--- config.mk ---
export PLATFORM = sky130hd
export DESIGN_NAME = pipelined_adds_arbiter
export DESIGN_NICKNAME = d
export VERILOG_FILES = /design/src/rtl/pipelined_adds_arbiter.sv
export SDC_FILE = /design/constraint.sdc
export NUM_CORES = 1
export LEC_CHECK = 0
export CAP_MARGIN = 20
export CORE_MARGIN = 8
export CORE_UTILIZATION = 25
export CTS_CLUSTER_SIZE = 10
export DETAILED_ROUTE_END_ITERATION = 7
export GPL_TIMING_DRIVEN = 1
export PLACE_DENSITY = 0.8
export SYNTH_ARGS = -nofsm -noshare
export SYNTH_HDL_FRONTEND = slang
export SYNTH_SLANG_ARGS = --single-unit
--- constraint.sdc ---
create_clock -name clk -period 1.85 [get_ports clk]
set_clock_uncertainty 0.05 [all_clocks]
set_input_delay 0.185 -clock clk [delete_from_list [all_inputs] [get_ports clk]]
set_output_delay 0.185 -clock clk [all_outputs]
set_load 0.05 [all_outputs]
--- src/rtl/pipelined_adds_arbiter.sv ---
// Round-robin front end that shares one pipelined adder among NUM_REQ requesters
// and steers each returning result back to the requester that issued it.
module pipelined_adds_arbiter #(
  parameter int NUM_REQ = 4,
  parameter int WIDTH   = 16,
  parameter int LATENCY = 1
) (
  input  logic                         clk,
  input  logic                         rst,
  input  logic [NUM_REQ-1:0]           req_valid,
  input  logic [NUM_REQ*WIDTH-1:0]     req_data,
  output logic [NUM_REQ-1:0]           req_ready,
  input  logic                         pause,
  output logic                         add_in_valid,
  output logic [WIDTH-1:0]             add_in_data,
  input  logic [WIDTH-1:0]             add_result,
  output logic [NUM_REQ-1:0]           rsp_valid,
  output logic [WIDTH-1:0]             rsp_data,
  output logic [$clog2(LATENCY+1)-1:0] in_flight
);

  localparam int IDX_W = (NUM_REQ > 1) ? $clog2(NUM_REQ) : 1;
  localparam int CNT_W = $clog2(LATENCY+1);

  logic [IDX_W-1:0]              last_grant_reg;
  logic [IDX_W-1:0]              last_grant_next;
  logic                          grant_found;
  logic                          grant_valid;
  logic [IDX_W-1:0]              grant_idx;
  logic [IDX_W:0]                cand;
  logic [WIDTH-1:0]              operand [NUM_REQ];

  logic [LATENCY-1:0]            tag_valid_reg;
  logic [LATENCY-1:0]            tag_valid_next;
  logic [LATENCY-1:0][IDX_W-1:0] tag_idx_reg;
  logic [LATENCY-1:0][IDX_W-1:0] tag_idx_next;
  logic [CNT_W-1:0]              occupancy;

  genvar gi;

  // Unpack the flat operand bus and decode the one-hot grant per requester.
  generate
    for (gi = 0; gi < NUM_REQ; gi++) begin : g_req
      assign operand[gi]   = req_data[gi*WIDTH +: WIDTH];
      assign req_ready[gi] = grant_valid && (grant_idx == IDX_W'(gi));
    end
  endgenerate

  // Rotating priority search: the requester just after the last grant goes first.
  always_comb begin
    grant_found = 1'b0;
    grant_idx   = '0;
    cand        = '0;
    for (int k = 1; k <= NUM_REQ; k++) begin
      cand = {1'b0, last_grant_reg} + (IDX_W+1)'(k);
      if (cand >= (IDX_W+1)'(NUM_REQ))
        cand = cand - (IDX_W+1)'(NUM_REQ);
      if (!grant_found && req_valid[cand[IDX_W-1:0]]) begin
        grant_found = 1'b1;
        grant_idx   = cand[IDX_W-1:0];
      end
    end
  end

  // Held reset masks the grant so nothing leaks to the adder before release.
  assign grant_valid  = grant_found && !pause && rst;
  assign add_in_valid = grant_valid;
  assign add_in_data  = grant_valid ? operand[grant_idx] : '0;

  assign last_grant_next = grant_valid ? grant_idx : last_grant_reg;

  always_ff @(posedge clk or negedge rst) begin
    if (!rst) begin
      last_grant_reg <= IDX_W'(NUM_REQ-1);
    end else begin
      last_grant_reg <= last_grant_next;
    end
  end

  // Tag pipeline mirrors the adder latency; bubbles travel as valid=0.
  generate
    for (gi = 0; gi < LATENCY; gi++) begin : g_tag
      if (gi == 0) begin : g_head
        assign tag_valid_next[gi] = grant_valid;
        assign tag_idx_next[gi]   = grant_idx;
      end else begin : g_body
        assign tag_valid_next[gi] = tag_valid_reg[gi-1];
        assign tag_idx_next[gi]   = tag_idx_reg[gi-1];
      end
    end
  endgenerate

  always_ff @(posedge clk or negedge rst) begin
    if (!rst) begin
      tag_valid_reg <= '0;
      tag_idx_reg   <= '0;
    end else begin
      tag_valid_reg <= tag_valid_next;
      tag_idx_reg   <= tag_idx_next;
    end
  end

  always_comb begin
    occupancy = '0;
    for (int k = 0; k < LATENCY; k++)
      occupancy = occupancy + CNT_W'(tag_valid_reg[k]);
  end

  assign in_flight = occupancy;
  assign rsp_valid = tag_valid_reg[LATENCY-1]
                     ? (NUM_REQ'(1) << tag_idx_reg[LATENCY-1]) : '0;
  assign rsp_data  = add_result;

endmodule

==> tab_implementation.tex <==
\begin{tabular}{lr}
\hline
Metric & Value \\
\hline
\multicolumn{2}{l}{\textbf{Run status}} \\
\quad Status & complete, but fails checks \\
\quad Failing checks & setup timing \\
\multicolumn{2}{l}{\textbf{Die}} \\
\quad Placeable core region & 3880 µm² \\
\quad Number of top-level design ports & 129 \\
\quad Effective utilization at floorplan & 25.4\% \\
\quad Floorplan row count & 23 \\
\quad X dimension of the die & 78.8 µm \\
\quad Die outline height & 78.8 µm \\
\quad Total die area & 6210 µm² \\
\multicolumn{2}{l}{\textbf{Global routing}} \\
\quad Total track usage & 14.6\% \\
\quad Largest net degree at the start of global routing & 13 \\
\quad Global-route wire length before repair & 7160 µm \\
\quad Number of global-route vias before repair & 1413 \\
\quad Grt ovf & 0 \\
\quad Antenna violations before repair & 0 \\
\multicolumn{2}{l}{\textbf{Synthesis}} \\
\quad Ys flop type & dfrtp\_1 \\
\quad Sequential fraction of the synthesis area & 12.9\% \\
\quad Top cell type's share of synthesized area & 33.5\% \\
\quad Cells taking the most area after synthesis & mux2i\_1, buf\_4, o22ai\_2 \\
\quad Mean instance size in the synthesized netlist & 9.39 µm² \\
\quad Most frequent cells after synthesis & mux2i\_1, buf\_4, o22ai\_1, o22ai\_2, nor2\_1 \\
\quad Unique masters post-synth & 24 \\
\quad Nets in the synthesized netlist & 192 \\
\quad Number of instances in the synthesized netlist & 105 \\
\quad Fraction of synthesis flops using an asynchronous set or reset pin & 100\% \\
\quad Number of synthesis warnings & 0 \\
\quad Cell accounting for the most synthesized area & mux2i\_1 \\
\quad Most used standard cell by instance count after synthesis & mux2i\_1 \\
\quad Number of enable-type register cells in the synthesized netlist & 0 \\
\quad \#FFs+latches synth & 5 \\
\quad Netlist Area Pre-Place & 986 µm² \\
\multicolumn{2}{l}{\textbf{Finish}} \\
\quad Area Overhead vs Synth & 163\% \\
\quad Share of final-layout standard cells stronger than drive strength 1 & 49.5\% \\
\quad Final-stage net count & 292 \\
\quad Number of antenna diodes & 0 \\
\multicolumn{2}{l}{\textbf{STA}} \\
\quad Final Cycle Share & 124\% \\
\quad Maximum operating frequency & 434 MHz \\
\quad Total negative setup slack & -7.40 ns \\
\quad Slew at the pin closest to its max-slew limit & 0.492 ns \\
\quad Final WS setup & -0.453 ns \\
\quad Unrepaired setup endpoints after global routing & true \\
\quad Max Transition Viols Final & 0 \\
\quad Number of failing hold endpoints at the final stage & 0 \\
\quad Count of endpoints failing setup in the final report & 20 \\
\quad Final worst path period need & 2.30 ns \\
\quad Worst max-slew margin expressed relative to the limit & 67.1\% \\
\multicolumn{2}{l}{\textbf{Drt}} \\
\quad WL/cell & 17.6 µm \\
\quad Routed length on met1 & 1640 µm \\
\quad Highest metal used & met4 \\
\quad Number of vias in the routed layout & 1221 \\
\quad First drt pass iteration count & 4 \\
\quad Remaining antenna violation count & 0 \\
\quad Detail-routed via count per cell & 4.81 \\
\quad DRC violation count after routing & 0 \\
\quad Wire length on met3 & 434 µm \\
\quad DRC violation total after the first TritonRoute iteration & 20 \\
\quad Met2 Wirelength & 2320 µm \\
\quad Detailed Route WL & 4480 µm \\
\multicolumn{2}{l}{\textbf{CTS}} \\
\quad Count of hold buffers inserted by post-cts repair & 0 \\
\quad CTS buffer count & 3 \\
\quad Clock input transition at the sequential cells of the worst setup and hold paths & 0.04 ns \\
\quad Insertion delay of the later-clocked pin in the worst-skew pair & 0.23 ns \\
\quad Master cell of the clock root buffer & clkbuf\_8 \\
\quad CTS sink count & 5 \\
\quad H-tree levels & 1 \\
\quad Maximum buffer depth of the clock tree & 2 \\
\quad Clock tree from TritonCTS & built \\
\multicolumn{2}{l}{\textbf{Power and ir drop}} \\
\quad PD cells & 642 nW/µm² \\
\quad Total Power Consumption & 1670 µW \\
\quad Leakage power summed over all cells & 0.00100 µW \\
\quad Maximum resistive drop on vdd & 301 µV \\
\multicolumn{2}{l}{\textbf{Critical path}} \\
\quad Required arrival time at the worst endpoint & 1.62 ns \\
\quad Critical path cell sequence & mux2i\_1 -> o22a\_1 -> o21ai\_4 -> buf\_6 -> buf\_12 -> mux2i\_4 -> o22ai\_4 -> buf\_6 \\
\quad Crit path arrival time & 2.07 ns \\
\quad Most frequent CP cell & buf\_6 \\
\quad Top cell family by delay on the critical path & flip-flops \\
\quad Crit-path slowest cell & dfstp\_2 \\
\quad Buffering stage count on the worst path with inverters included & 3 \\
\quad Nature of the critical path startpoint & flip-flop \\
\quad Slowest cell delay on critical path & 0.55 ns \\
\quad Critical path class & reg -> out \\
\quad Critical-path maximum fanout & 8 \\
\quad Setup crit end kind & primary output \\
\multicolumn{2}{l}{\textbf{Place}} \\
\quad Port-buffer cells & 96 \\
\quad Post-DP HPWL & 3490 µm \\
\quad Final estimated routing congestion in global placement & 0.766 \\
\multicolumn{2}{l}{\textbf{Min path}} \\
\quad Tightest Hold Check Type & in -> async \\
\multicolumn{2}{l}{\textbf{Run}} \\
\quad Total of max-cap violations & 0 \\
\hline
\end{tabular}
[kinds of logic (layout without fill, tap and decap cells)]
family	count (synthesis)	after routing	share of synthesized area, %
AOI/OAI and AO/OA	25	25	21.7
muxes	33	33	33.5
and+or+nand+nor	18	18	10.0
buffers and inverters	24	123	21.8
DFF	5	5	12.9
[path summary, 6_finish.rpt]
path,start,end,slack [ns],depth (start not counted)
max in group asynchronous,rst,last_grant_reg[1]$_DFFE_PN1P_,1.35,2
worst min register to register,last_grant_reg[1]$_DFFE_PN1P_,last_grant_reg[1]$_DFFE_PN1P_,0.66,3
min in group clk,add_result[11],rsp_data[11],0.32,0
worst min-delay path,rst,tag_valid_reg$_DFF_PN0_,0.21,2
worst max register to register,last_grant_reg[0]$_DFFE_PN1P_,last_grant_reg[1]$_DFFE_PN1P_,0.23,6
worst max-delay path,last_grant_reg[1]$_DFFE_PN1P_,add_in_data[13],-0.45,8
[timing repair]
action	CTS	global route
setup endpoints to repair	20	21
gates resized for setup	39	7
pin swaps	14	6
gates cloned	1	0
buffers inserted	5	1
hold endpoints to repair	0	0
[per-stage QoR]
| step | setup slack, ns | hold WS, ns | cell area (µm²) | utilization, % | instances |
|---|---|---|---|---|---|
| floorplan | -0.186 | -0.161 | 1170 | - | 105 |
| global placement | -0.354 | 0.320 | 2320 | 59.7 | 245 |
| detailed placement | -0.401 | 0.320 | 2320 | 59.7 | 245 |
| CTS | -0.425 | 0.202 | 2570 | 66.2 | 254 |
| global route | -0.531 | 0.253 | 2590 | 66.8 | 254 |
| finish | -0.453 | 0.214 | 2590 | 66.8 | 254 |
[metal layers]
metal / global-route usage, % / vias up
li1: - / 573
met1: 16.0 / 563
met2: 25.3 / 77
met3: 5.53 / 8
met4: 5.19 / 0
met5: 0 / -
[final cells by class]
| cell class | count | area [µm²] |
|---|---|---|
| fillers | 295 | 1290 |
| multi-input cells | 76 | 985 |
| flip-flops and latches | 5 | 128 |
| well taps | 50 | 62.6 |
| inverters | 2 | 7.51 |
| clock buffers | 4 | 45.0 |
| repair buffers | 117 | 1370 |
[report_power, final]
group,switching [µW],internal (µW)
registers,19.2,137
logic,604,697
clock network,60.0,148
total,683,982
[worst register-to-register path, cell delays in order (launching register included)]
cell      delay [ns]
dfstp_2         0.53
and3b_2         0.23
a211oi_4        0.29
nor2_2          0.10
nand2_4         0.10
buf_12          0.16
o21ai_0         0.09
[cells in the final DEF, fill, tap and decap left out, types with 7 or more instances in the layout]
cell type	n
clkdlybuf4s50_1	71
buf_12	21
mux2i_1	14
buf_4	14
mux2i_2	12
o22ai_4	9
buf_6	9
mux2i_4	7
o22ai_2	7
(Power assumes the default switching activity.)
